--- src/rtl/wb_arbiter_2m.sv ---
// Two-master Wishbone B4 classic arbiter, round-robin, grant locked for the owner's whole cyc.
// Define WB_ARB_TIMEOUT_EN to compile in the watchdog that aborts transfers hung for TIMEOUT_CYCLES.

module wb_arbiter_2m #(
    parameter int unsigned TIMEOUT_CYCLES = 255
) (
    input  logic        clk,
    input  logic        reset_n,

    input  logic [31:0] m0_adr_i,
    input  logic [31:0] m0_dat_i,
    input  logic [3:0]  m0_sel_i,
    input  logic        m0_we_i,
    input  logic        m0_cyc_i,
    input  logic        m0_stb_i,
    output logic [31:0] m0_dat_o,
    output logic        m0_ack_o,
    output logic        m0_err_o,

    input  logic [31:0] m1_adr_i,
    input  logic [31:0] m1_dat_i,
    input  logic [3:0]  m1_sel_i,
    input  logic        m1_we_i,
    input  logic        m1_cyc_i,
    input  logic        m1_stb_i,
    output logic [31:0] m1_dat_o,
    output logic        m1_ack_o,
    output logic        m1_err_o,

    output logic [31:0] s_adr_o,
    output logic [31:0] s_dat_o,
    output logic [3:0]  s_sel_o,
    output logic        s_we_o,
    output logic        s_cyc_o,
    output logic        s_stb_o,
    input  logic [31:0] s_dat_i,
    input  logic        s_ack_i,
    input  logic        s_err_i,

    output logic [1:0]  gnt_o
);

    // state   | meaning
    // IDLE    | no owner, all slave outputs low
    // GNT0    | m0 owns the bus until it drops cyc
    // GNT1    | m1 owns the bus until it drops cyc
    localparam logic [1:0] ST_IDLE = 2'd0;
    localparam logic [1:0] ST_GNT0 = 2'd1;
    localparam logic [1:0] ST_GNT1 = 2'd2;

    if (TIMEOUT_CYCLES < 2 || TIMEOUT_CYCLES > 65535) begin : g_bad_timeout
        $error("wb_arbiter_2m: TIMEOUT_CYCLES must be within 2..65535");
    end

    logic [1:0]  state_q;
    logic [1:0]  state_d;
    logic        last_q;
    logic        last_d;

    logic        gnt0;
    logic        gnt1;
    logic        granted;

    logic [31:0] own_adr;
    logic [31:0] own_dat;
    logic [3:0]  own_sel;
    logic        own_we;
    logic        own_cyc;
    logic        own_stb;

    logic        abort_q;
    logic        wd_fire;

    always_comb begin
        state_d = state_q;
        last_d  = last_q;
        case (state_q)
            ST_IDLE: begin
                if (m0_cyc_i && m1_cyc_i) begin
                    state_d = last_q ? ST_GNT0 : ST_GNT1;
                end else if (m0_cyc_i) begin
                    state_d = ST_GNT0;
                end else if (m1_cyc_i) begin
                    state_d = ST_GNT1;
                end
            end
            ST_GNT0: begin
                if (!m0_cyc_i) begin
                    last_d  = 1'b0;
                    state_d = m1_cyc_i ? ST_GNT1 : ST_IDLE;
                end
            end
            ST_GNT1: begin
                if (!m1_cyc_i) begin
                    last_d  = 1'b1;
                    state_d = m0_cyc_i ? ST_GNT0 : ST_IDLE;
                end
            end
            default: begin
                state_d = ST_IDLE;
            end
        endcase
    end

    // last resets to 1 so that m0 wins the first tie
    always_ff @(posedge clk or negedge reset_n) begin
        if (!reset_n) begin
            state_q <= ST_IDLE;
            last_q  <= 1'b1;
        end else begin
            state_q <= state_d;
            last_q  <= last_d;
        end
    end

    assign gnt0    = (state_q == ST_GNT0);
    assign gnt1    = (state_q == ST_GNT1);
    assign granted = gnt0 | gnt1;
    assign gnt_o   = {gnt1, gnt0};

    always_comb begin
        own_adr = '0;
        own_dat = '0;
        own_sel = '0;
        own_we  = 1'b0;
        own_cyc = 1'b0;
        own_stb = 1'b0;
        if (gnt0) begin
            own_adr = m0_adr_i;
            own_dat = m0_dat_i;
            own_sel = m0_sel_i;
            own_we  = m0_we_i;
            own_cyc = m0_cyc_i;
            own_stb = m0_stb_i;
        end else if (gnt1) begin
            own_adr = m1_adr_i;
            own_dat = m1_dat_i;
            own_sel = m1_sel_i;
            own_we  = m1_we_i;
            own_cyc = m1_cyc_i;
            own_stb = m1_stb_i;
        end
    end

`ifdef WB_ARB_TIMEOUT_EN
    localparam logic [15:0] TIMEOUT_LAST = 16'(TIMEOUT_CYCLES - 1);

    logic [15:0] wd_cnt_q;

    // Fires in the stb cycle that brings the count to TIMEOUT_CYCLES.
    assign wd_fire = granted & own_cyc & own_stb & ~abort_q & ~s_ack_i & ~s_err_i
                     & (wd_cnt_q == TIMEOUT_LAST);

    always_ff @(posedge clk or negedge reset_n) begin
        if (!reset_n) begin
            wd_cnt_q <= '0;
            abort_q  <= 1'b0;
        end else begin
            if (!granted || !own_cyc || s_ack_i || s_err_i || abort_q || wd_fire) begin
                wd_cnt_q <= '0;
            end else if (own_stb) begin
                wd_cnt_q <= wd_cnt_q + 16'd1;
            end

            if (!granted || !own_cyc) begin
                abort_q <= 1'b0;
            end else if (wd_fire) begin
                abort_q <= 1'b1;
            end
        end
    end
`else
    assign abort_q = 1'b0;
    assign wd_fire = 1'b0;
`endif

    assign s_adr_o = own_adr;
    assign s_dat_o = own_dat;
    assign s_sel_o = own_sel;
    assign s_we_o  = own_we;
    assign s_cyc_o = own_cyc & ~abort_q;
    assign s_stb_o = own_stb & ~abort_q;

    // Responses arriving after an abort belong to a dead transfer and are dropped.
    assign m0_dat_o = (gnt0 && !abort_q) ? s_dat_i : 32'h0;
    assign m1_dat_o = (gnt1 && !abort_q) ? s_dat_i : 32'h0;
    assign m0_ack_o = gnt0 & ~abort_q & s_ack_i;
    assign m1_ack_o = gnt1 & ~abort_q & s_ack_i;
    assign m0_err_o = gnt0 & (wd_fire | (~abort_q & s_err_i));
    assign m1_err_o = gnt1 & (wd_fire | (~abort_q & s_err_i));

endmodule

--- config.mk ---
export PLATFORM = sky130hd
export DESIGN_NAME = wb_arbiter_2m
export DESIGN_NICKNAME = d
export VERILOG_FILES = /design/src/rtl/wb_arbiter_2m.sv
export SDC_FILE = /design/constraint.sdc
export NUM_CORES = 1
export LEC_CHECK = 0
export ABC_AREA = 1
export CORE_AREA = 3 3 123 125
export DETAILED_ROUTE_END_ITERATION = 16
export DIE_AREA = 0 0 126 128
export DONT_BUFFER_PORTS = 1
export GPL_TIMING_DRIVEN = 0
export PLACE_DENSITY = 0.32
export SLEW_MARGIN = 20
export SYNTH_ARGS = -nofsm -noshare
export SYNTH_HDL_FRONTEND = slang
export SYNTH_SLANG_ARGS = --single-unit
--- constraint.sdc ---
create_clock -name clk -period 1.3 [get_ports clk]
set_input_delay 0.13 -clock clk [delete_from_list [all_inputs] [get_ports clk]]
set_output_delay 0.13 -clock clk [all_outputs]
set_load 0.005 [all_outputs]
==> run metrics <==
Post-Route WL=9060 um; Synth area leader=a22o_1; I/O pin cnt=319; cells along the critical path=inv_4 > nor2_8 > buf_12 > buf_6 > a22o_4; Syn Nets=405; slowest stage delay, CP=390 ps; DP Wirelength=7320 um; die area=16100 um^2; post-synth cell types=15; worst slew pin tran=203 ps; Clock Sinks=3; DR WL/cell=21.1 um; Final Max Slew Viols=0; num rows=43; worst skew pair latency=220 ps; flops & latches, synth=3; PD cells=2360 nW/um^2; Tmin final=1490 ps; Hold Crit Class=in2reg; vias in the first global route=1814; TritonCTS clock tree=yes; Syn. warnings=0; most frequent cells after synthesis=nor2_1, a22o_1, inv_1; top-count cell post-synth=nor2_1; violated checks=setup timing; initial antenna violation count=0; CTS Buffer Depth=2; Crit Path Max Fanout=10; asr flop ratio synth=100%; grt ovf=0; Avg Cell Area, Syn=6.31 um^2; Synth top area share=42.8%; CTS Buf Count=3; Fillers=1504; CP max stage cell=dfrtp_1; Leak Pwr=1.17 nW; Worst Path Buf+Inv=3; DR pass1 iterations=4; slack of the critical path=-191 ps; initial DRC count=62; Synth Cell Area=1430 um^2; first-pass GRT wire length=11300 um; largest net degree at the start of global routing=11; Routed Antenna Nets=0; top cells by area, synth=a22o_1, nor2_1, buf_6; H-tree depth=1; Final setup viols=139; required time of the critical path=1170 ps; top cell family by delay on the critical path=buffers and inverters; top_reg_cell synth=dfrtp_1; sequential fraction of the synthesis area=5.33%; RSZ-0062 raised after global routing=true; Peak supply drop=1.37 mV; max_cap viols=0; root buffer cell=clkbuf_16; DRC violations left=0; final instance area=2810 um^2; core area=14000 um^2; fin crit share=115%; port bufs=0; Worst Setup End Kind=output pin; clk slew on worst S/H paths=30 ps; routability cong.=0.715; Layout Nets=429; Initial Utilization=10.2%; Cells after Synth=227; status=complete, but fails checks; max_slew headroom=86.4%; Die Wd=126 um; vias after detailed routing=1868; critical path arrival=1360 ps; Die Span Y=128 um; diode count=0; Power Total=6.62 mW; Max Fclk=671 MHz; DR vias/cell=4.34; Post-synth EDFFs=0; crit path kind=reg2out; GRT Overall Usage=9.12%; final setup skew=0.0332 ps; Final Hold Vio Count=0; dpl cell area=1660 um^2; CP Launch Type=register; layout cell share with drive strength beyond 1=52.0%; area grow syn2layout=95.8%
## per-stage QoR
| stage | utilization [%] | setup slack, ps | setup TNS, ps | hold WS [ps] | cells |
|---|---|---|---|---|---|
| 2_1_floorplan | - | 111 | 0 | -166 | 227 |
| 3_3_place_gp | 11.9 | -162 | -6830 | -165 | 407 |
| 3_5_place_dp | 11.9 | -170 | -7740 | -165 | 407 |
| 4_1_cts | 19.1 | -198 | -16240 | 72.4 | 428 |
| 5_1_grt | 20.1 | -231 | -21360 | 78.2 | 430 |
| 6_report | 20.1 | -191 | -15060 | 53.5 | 430 |
## cells in the final DEF (no fill, tap or decap)
master,netlist,final
clkbuf_1,0,1
clkinv_8,0,1
buf_16,0,6
dfrtp_1,2,1
buf_6,14,16
inv_4,0,1
buf_4,5,4
inv_2,2,1
nand2_8,0,1
o21ai_0,3,2
nor2_8,1,1
a22o_1,70,60
inv_12,0,1
inv_1,38,37
nand3_2,0,1
dfrtp_2,0,1
dfstp_2,1,1
nand2_1,10,9
nor2_1,72,4
dlygate4sd3_1,0,2
nand2_2,0,1
nor2_4,0,67
buf_8,0,3
buf_12,0,9
a22o_4,0,10
nor2_2,0,1
nand3_1,4,3
o21ai_1,0,1
clkbuf_16,0,4
## kinds of logic after synthesis
family,after synthesis,synth area share (%)
AND/OR/NAND/NOR,88,25.1
AO/OA/AOI/OAI,73,43.8
buffers and inverters,63,25.8
flip-flops,3,5.33
## registers in the layout, indices dropped and copies added (netlist names)
signal / cells
state_q: 2
last_q: 1
## area by class of cell
cell class	instances	area (um^2)	area share, %
sequential	3	77.6	2.77
timing repair buffer	20	344	12.3
multi-input combinational	161	1600	56.9
buffer	21	302	10.7
clock buffer	4	78.8	2.81
inverter	41	181	6.47
tap	180	225	8.03
## metal layers
layer / global-route usage, % / routed length [um] / vias up / share of wire (%)
li1: - / - / 824 / -
met5: 0 / 0 / - / 0
met3: 1.08 / 586 / 6 / 6.5
met2: 17.5 / 5010 / 155 / 55
met1: 11.0 / 3330 / 883 / 37
met4: 1.39 / 136 / 0 / 1.5
## repair_timing
action                                  4_1_cts  5_1_grt
endpoints found under the setup margin      137      143
setup buffers                                10        2
cloned                                        5        1
gates resized for setup                     177       25
pin swaps                                     4        7
endpoints found under the hold margin         4        0
hold buffers                                  2        0
## power by group
group | switching [mW] | internal [mW] | leakage, nW
registers | 0.0665 | 0.153 | 0.0345
logic | 3.10 | 2.80 | 1.10
clock network | 0.0840 | 0.405 | 0.0382
## path summary, 6_finish.rpt
kind	from	endpoint	slack (ps)	cells past startpoint
worst min-delay path	m0_cyc_i	last_q	50	2
worst max register to register	state_q[1]	last_q	120	6
max in group asynchronous	reset_n	last_q	920	1
worst min register to register	last_q	last_q	500	2
min in group asynchronous	reset_n	state_q[0]	160	1
worst max-delay path	state_q[0]	s_dat_o[8]	-190	5
Power figures use the tool's default switching activity.
